**config.mk**
```make
export PLATFORM = sky130hd
export DESIGN_NAME = equation_result_acc
export DESIGN_NICKNAME = d
export VERILOG_FILES = /design/src/rtl/equation_result_acc.sv
export SDC_FILE = /design/constraint.sdc
export NUM_CORES = 1
export LEC_CHECK = 0
export CAP_MARGIN = 20
export CORE_MARGIN = 5
export CORE_UTILIZATION = 35
export CTS_CLUSTER_SIZE = 16
export DETAILED_ROUTE_END_ITERATION = 7
export GPL_TIMING_DRIVEN = 0
export HOLD_SLACK_MARGIN = 0.08
export PLACE_DENSITY_LB_ADDON = 0.2
export SYNTH_ARGS = -nofsm -noshare
export SYNTH_HDL_FRONTEND = slang
export SYNTH_SLANG_ARGS = --single-unit
```
**constraint.sdc**
```tcl
create_clock -name clk -period 2.8 [get_ports clk]
set_input_delay 0.28 -clock clk [delete_from_list [all_inputs] [get_ports clk]]
set_output_delay 0.28 -clock clk [all_outputs]
set_load 0.02 [all_outputs]
```
**src/rtl/equation_result_acc.sv**
```systemverilog
// Batch accumulator for the 5-bit z results of the z = x*x + 2*x + y stage.
// Define EQ_ACC_MINMAX_EN to also track the batch minimum and maximum.
module equation_result_acc #(
  parameter  int DATA_W    = 5,
  parameter  int N_SAMPLES = 8,
  localparam int SUM_W     = DATA_W + $clog2(N_SAMPLES)
) (
  input  logic              clk,
  input  logic              rst_n,
  input  logic              start,
  input  logic              clear,
  input  logic [DATA_W-1:0] in_data,
  input  logic              in_valid,
  output logic              in_ready,
  output logic [SUM_W-1:0]  out_sum,
  output logic [DATA_W-1:0] out_min,
  output logic [DATA_W-1:0] out_max,
  output logic              out_valid,
  input  logic              out_ready,
  output logic              busy
);

  localparam int CNT_W = $clog2(N_SAMPLES + 1);

  typedef enum logic [1:0] {
    IDLE  = 2'd0,
    ACCUM = 2'd1,
    DONE  = 2'd2
  } state_e;

  state_e             state_q, state_d;
  logic [CNT_W-1:0]   count_q, count_d;
  logic [SUM_W-1:0]   sum_q, sum_d;
  logic               in_ready_q, in_ready_d;
  logic               out_valid_q, out_valid_d;
  logic               busy_q, busy_d;
  logic               accept_s, last_s, init_s, flush_s;

  // Next-state, accumulation and registered handshake outputs
  always_comb begin
    accept_s = in_valid & (state_q == ACCUM);
    last_s   = accept_s & (count_q == CNT_W'(N_SAMPLES - 1));
    init_s   = ~clear & start & (state_q == IDLE);
    // clear and the result handshake both discard the batch contents
    flush_s  = clear | ((state_q == DONE) & out_ready);

    state_d = state_q;
    count_d = count_q;
    sum_d   = sum_q;

    if (clear) begin
      state_d = IDLE;
    end else begin
      case (state_q)
        IDLE:    if (start)     state_d = ACCUM; else state_d = IDLE;
        ACCUM:   if (last_s)    state_d = DONE;  else state_d = ACCUM;
        DONE:    if (out_ready) state_d = IDLE;  else state_d = DONE;
        default: state_d = IDLE;
      endcase
    end

    if (flush_s || init_s) begin
      count_d = {CNT_W{1'b0}};
      sum_d   = {SUM_W{1'b0}};
    end else if (accept_s) begin
      count_d = count_q + CNT_W'(1);
      sum_d   = sum_q + {{(SUM_W-DATA_W){1'b0}}, in_data};
    end else begin
      count_d = count_q;
      sum_d   = sum_q;
    end

    in_ready_d  = (state_d == ACCUM);
    out_valid_d = (state_d == DONE);
    busy_d      = (state_d != IDLE);
  end

  // Control FSM and sum registers
  always_ff @(posedge clk or negedge rst_n) begin
    if (!rst_n) begin
      state_q     <= IDLE;
      count_q     <= {CNT_W{1'b0}};
      sum_q       <= {SUM_W{1'b0}};
      in_ready_q  <= 1'b0;
      out_valid_q <= 1'b0;
      busy_q      <= 1'b0;
    end else begin
      state_q     <= state_d;
      count_q     <= count_d;
      sum_q       <= sum_d;
      in_ready_q  <= in_ready_d;
      out_valid_q <= out_valid_d;
      busy_q      <= busy_d;
    end
  end

  assign in_ready  = in_ready_q;
  assign out_valid = out_valid_q;
  assign busy      = busy_q;
  assign out_sum   = sum_q;

`ifdef EQ_ACC_MINMAX_EN
  logic [DATA_W-1:0] min_q, min_d, max_q, max_d;

  // Running extremes, restarted together with the sum
  always_comb begin
    min_d = min_q;
    max_d = max_q;
    if (flush_s || init_s) begin
      min_d = {DATA_W{1'b1}};
      max_d = {DATA_W{1'b0}};
    end else if (accept_s) begin
      if (in_data < min_q) min_d = in_data; else min_d = min_q;
      if (in_data > max_q) max_d = in_data; else max_d = max_q;
    end else begin
      min_d = min_q;
      max_d = max_q;
    end
  end

  // Extreme registers
  always_ff @(posedge clk or negedge rst_n) begin
    if (!rst_n) begin
      min_q <= {DATA_W{1'b1}};
      max_q <= {DATA_W{1'b0}};
    end else begin
      min_q <= min_d;
      max_q <= max_d;
    end
  end

  assign out_min = min_q;
  assign out_max = max_q;
`else
  assign out_min = {DATA_W{1'b1}};
  assign out_max = {DATA_W{1'b0}};
`endif

endmodule
```
Word-level counts from Yosys, hierarchy flattened
Index checks and enable logic that the tools add are counted.
{ "word_totals": {"register_bits": 17, "out_inout_bits": 21, "elab_cells": 33} }
{ "op_classes": {"mux": 9, "addsub": 2, "reduce_logical": 4, "bitwise": 7, "n_eq_ne": 5} }
{ "ops": {"columns": ["cell", "count"], "rows": [
  ["two-way mux 8 bit", 2],
  ["adder 8 x 5 -> 8 bit", 1],
  ["two-way mux 4 bit", 2],
  ["two-way mux 2 bit", 3],
  ["case mux 2 bit (3 select lines)", 1],
  ["bitwise AND 1 bit", 5],
  ["adder 4 x 1 -> 4 bit (second input constant)", 1],
  ["== test 2 x 1 -> 1 bit (second input constant)", 2],
  ["== test 2 bit (second input constant)", 2],
  ["== test 4 x 3 -> 1 bit (second input constant)", 1],
  ["nonzero test 2 bit", 2],
  ["logical NOT 2 bit", 1],
  ["logical OR 1 bit", 1],
  ["two-way mux 1 bit", 1],
  ["inverter 1 bit", 1],
  ["bitwise OR 1 bit", 1]
]} }

Logic depth before layout (Yosys ltp)
{ "logic_depth": {"word_depth": 7, "mapped_depth": 6, "mapped_depth_nobuf": 6} }

Worst setup path after synthesis
No wires, ideal clock.
{ "synth_timing": {"kind": "flip-flop to flip-flop", "startpoint": "reg sum_q[0] (netlist: out_sum[0])", "endpoint": "reg sum_q[4] (netlist: out_sum[4])", "slack_ns": 0.880, "t_arrival_ns": 1.854, "path_stages_with_launch": 7, "path_cell_list": "dfrtp_1 -> ha_1 -> fa_1 -> a211o_1 -> and3_1 -> o31ai_1 -> and2_1"} }
{ "synth_via": {"elab_chain_len": 3} }
{ "synth_rtl": {"columns": ["item", "line_no", "text"], "rows": [
  ["from (decl)", "33", "logic [SUM_W-1:0] sum_q, sum_d;"],
  ["from (signal assigned)", "83", "sum_q <= {SUM_W{1'b0}};"],
  ["from (signal assigned)", "90", "sum_q <= sum_d;"],
  ["adder 8 x 5 -> 8 bit", "67", "sum_d = sum_q + {{(SUM_W-DATA_W){1'b0}}, in_data};"],
  ["two-way mux 8 bit", "65", "end else if (accept_s) begin"],
  ["two-way mux 8 bit", "62", "if (flush_s || init_s) begin"]
]} }
No other way between the ends. The select of a mux whose other input is x is not followed.
A chain may end at the register's enable or synchronous reset.

Worst setup path in the final report
Same ends and word-level chain as after synthesis.

==> results.sh <==
export IMPL_h_tree_depth=1
export IMPL_nNetsFinal=156
export IMPL_die_w_um=64.3
export IMPL_maxSlewViolCount=0
export IMPL_yosysSeqAreaShare_pct=41.2
export IMPL_layout_commonest_cell="clkdlybuf4s50_1"
export IMPL_gp_congestion=0.826
export IMPL_vias_per_cell=4.94
export IMPL_design_area_um2=1340
export IMPL_syn_avg_cell_area_um2=9.93
export IMPL_r2r_setup_slack_ns=0.85
export IMPL_hold_buffers=0
export IMPL_drc=0
export IMPL_outcome="finished, final reports clean"
export IMPL_reg2reg_to="out_sum[4]$_DFFE_PN0P_"
export IMPL_r2r_cells=6
export IMPL_initial_core_util_pct=37.1
export IMPL_worstPathRequired_ns=3.03
export IMPL_ios=32
export IMPL_power_density_nw_per_um2=366
export IMPL_cts_resized=0
export IMPL_yosysTopAreaCellShare_pct=41.2
export IMPL_rows=19
export IMPL_route_antenna_remaining_nets=0
export IMPL_yosysWarnings=0
export IMPL_numCtsBuffers=3
export IMPL_ir_worst_vdd_v=0.000223
export IMPL_wl_per_cell_um=12.3
export IMPL_maxCapViolCount=0
export IMPL_area_growth_pct=29.7
export IMPL_cp_startpoint="out_sum[0]$_DFFE_PN0P_"
export IMPL_die_y_um=64.3
export IMPL_cts_tree="done"
export IMPL_synth_area_leaders="dfrtp_1 41%, buf_4 7.3%, ha_1 7.3%"
export IMPL_hp_class="input port to async pin"
export IMPL_layout_min_cycle_time_ns=1.95
export IMPL_dp_hpwl_um=1620
export IMPL_gr_total_overflow=0
export IMPL_worstSkewPairLatency_ns=0.29
export IMPL_synth_distinct_cells=38
export IMPL_r2r_start="out_sum[0]$_DFFE_PN0P_"
export IMPL_grt_pass1_wl_um=3740
export IMPL_synth_seq_cells=17
export IMPL_clkSlewWorstSetupHoldPaths_ns=0.10
export IMPL_dieArea_um2=4140
export IMPL_dr_pass1_iters=2
export IMPL_diodes=0
export IMPL_cts_buffer_depth=2
export IMPL_n_fill_cell=283
export IMPL_synthCells=104
export IMPL_cp_start_kind="flop"
export IMPL_total_power_mw=0.490
export IMPL_hold_violations=0
export IMPL_synth_largest_area_cell="dfrtp_1"
export IMPL_synth_area_um2=1030
export IMPL_fmax_ghz=0.513
export IMPL_finalCritPeriodShare_pct=69.6
export IMPL_root_buffer="clkbuf_4"
export IMPL_grt_max_degree=18
export IMPL_placed_cell_area_um2=1310
export IMPL_cts_setup_buffers=0
export IMPL_drive_above_1_share_pct=14.6
export IMPL_coreArea_um2=2780
export IMPL_maxSlewHeadroom_pct=47.2
export IMPL_first_iter_violations=7
export IMPL_antenna_found_initial=0
export IMPL_mostFrequentLayoutCells="21 x clkdlybuf4s50_1, 17 x dfrtp_1, 12 x nand2_1"
export IMPL_crit_type="flop to flop"
export IMPL_grt_pass1_vias=848
export IMPL_port_buffers=21
export IMPL_grt_util_all_layers_pct=11.2
export IMPL_tightest_slew_ns=0.789
export IMPL_clock_skew_ns=0.00822
export IMPL_drt_total_wl_um=2060
export IMPL_crit_fanout=3
export IMPL_leakage_nw=0.603
export IMPL_setup_violations=0
export IMPL_fin_worst_hold_slack_ns=0.434
export IMPL_setup_tns_final_ns=0
export IMPL_rsz0062_at_grt="false"
export IMPL_via_count=830
export IMPL_crit_end="out_sum[4]$_DFFE_PN0P_"
export IMPL_arrival_ns=2.18
export IMPL_cp_end_kind="flop"
export IMPL_clock_sinks=17
[cell usage after synthesis (all sizes together)]
library cell   n
nand3          1
nand2b         1
o21ai          3
a211oi         2
and3b          1
a221oi         2
dfrtp         17
o21bai         1
o31ai          1
or3            1
buf           12
ha             6
nor2b          1
nor3b          2
a2111o         1
inv            2
nand4b         2
and2           1
conb           2
a21oi         10
or2b           1
xor2           2
mux2           1
nand4          2
mux2i          1
xnor2          2
a21o           2
and3           1
a31oi          2
nor2           4
or2            1
nand2         12
nand3b         1
a211o          2
fa             1
[per-layer routing]
layer  vias up  track usage (%)  share of wire (%)
met5         -                0                  0
met3         5             3.33                6.2
li1        417                -                  -
met4         0             4.58                1.6
met1       387             13.7                 44
met2        21             18.3                 48
[stage by stage]
step                      util [%]  setup slack (ns)  instances
after CTS                     48.1             0.857        168
after global routing          48.1             0.795        168
after floorplan                  -             0.880        112
after global placement        47.1             0.569        164
final                         48.1             0.851        168
after detailed placement      47.1             0.563        164
[state kept, by name, summed over array words and instances (netlist names)]
| name | count |
|---|---|
| out_valid | 1 |
| out_sum | 8 |
| count_q | 4 |
| busy | 1 |
| in_ready | 1 |
| state_q | 2 |
[cells by family (layout without fill, tap and decap cells)]
| family | after synthesis | count (layout) | share of synthesized area (%) |
|---|---|---|---|
| other cells | 2 | 10 | 0.728 |
| mux | 2 | 2 | 2.42 |
| flops | 17 | 17 | 41.2 |
| simple gates | 32 | 32 | 16.7 |
| buf+inv | 14 | 39 | 9.58 |
| compound gates | 26 | 26 | 16.7 |
| xor+xnor | 4 | 4 | 3.39 |
| fa+ha+maj | 7 | 7 | 9.21 |
[cell type report]
cell class	count	area (µm²)	area share [%]
buffer	12	91.3	6.82
tap	31	38.8	2.90
timing repair buffer	21	210	15.7
clock inverter	1	5.00	0.374
multi-input combinational	81	538	40.2
inverter	2	7.51	0.561
sequential	17	425	31.8
clock buffer	3	22.5	1.68
[power by group]
group	internal (mW)	switching, mW	total (mW)
Clock	0.0531	0.0774	0.131
Sequential	0.251	0.00520	0.257
Combinational	0.0478	0.0547	0.103
Total	0.352	0.137	0.490
[worst min path at each step]
stage                                 startpoint                endpoint
after floorplan                            rst_n          busy$_DFF_PN0_
after global placement    count_q[3]$_DFFE_PN0P_  count_q[3]$_DFFE_PN0P_
after detailed placement  out_sum[0]$_DFFE_PN0P_  out_sum[0]$_DFFE_PN0P_
after CTS                                  rst_n  count_q[0]$_DFFE_PN0P_
after global routing                       rst_n  count_q[0]$_DFFE_PN0P_
final                                      rst_n  count_q[0]$_DFFE_PN0P_
[worst max-delay path, stage by stage, from the launching register on]
cell and delay, ns:
dfrtp_1 0.41, ha_1 0.23, fa_1 0.42, a211o_1 0.31, and3_1 0.17, o31ai_1 0.21, and2_1 0.15
Note: power is estimated with default switching activity, not from simulation.
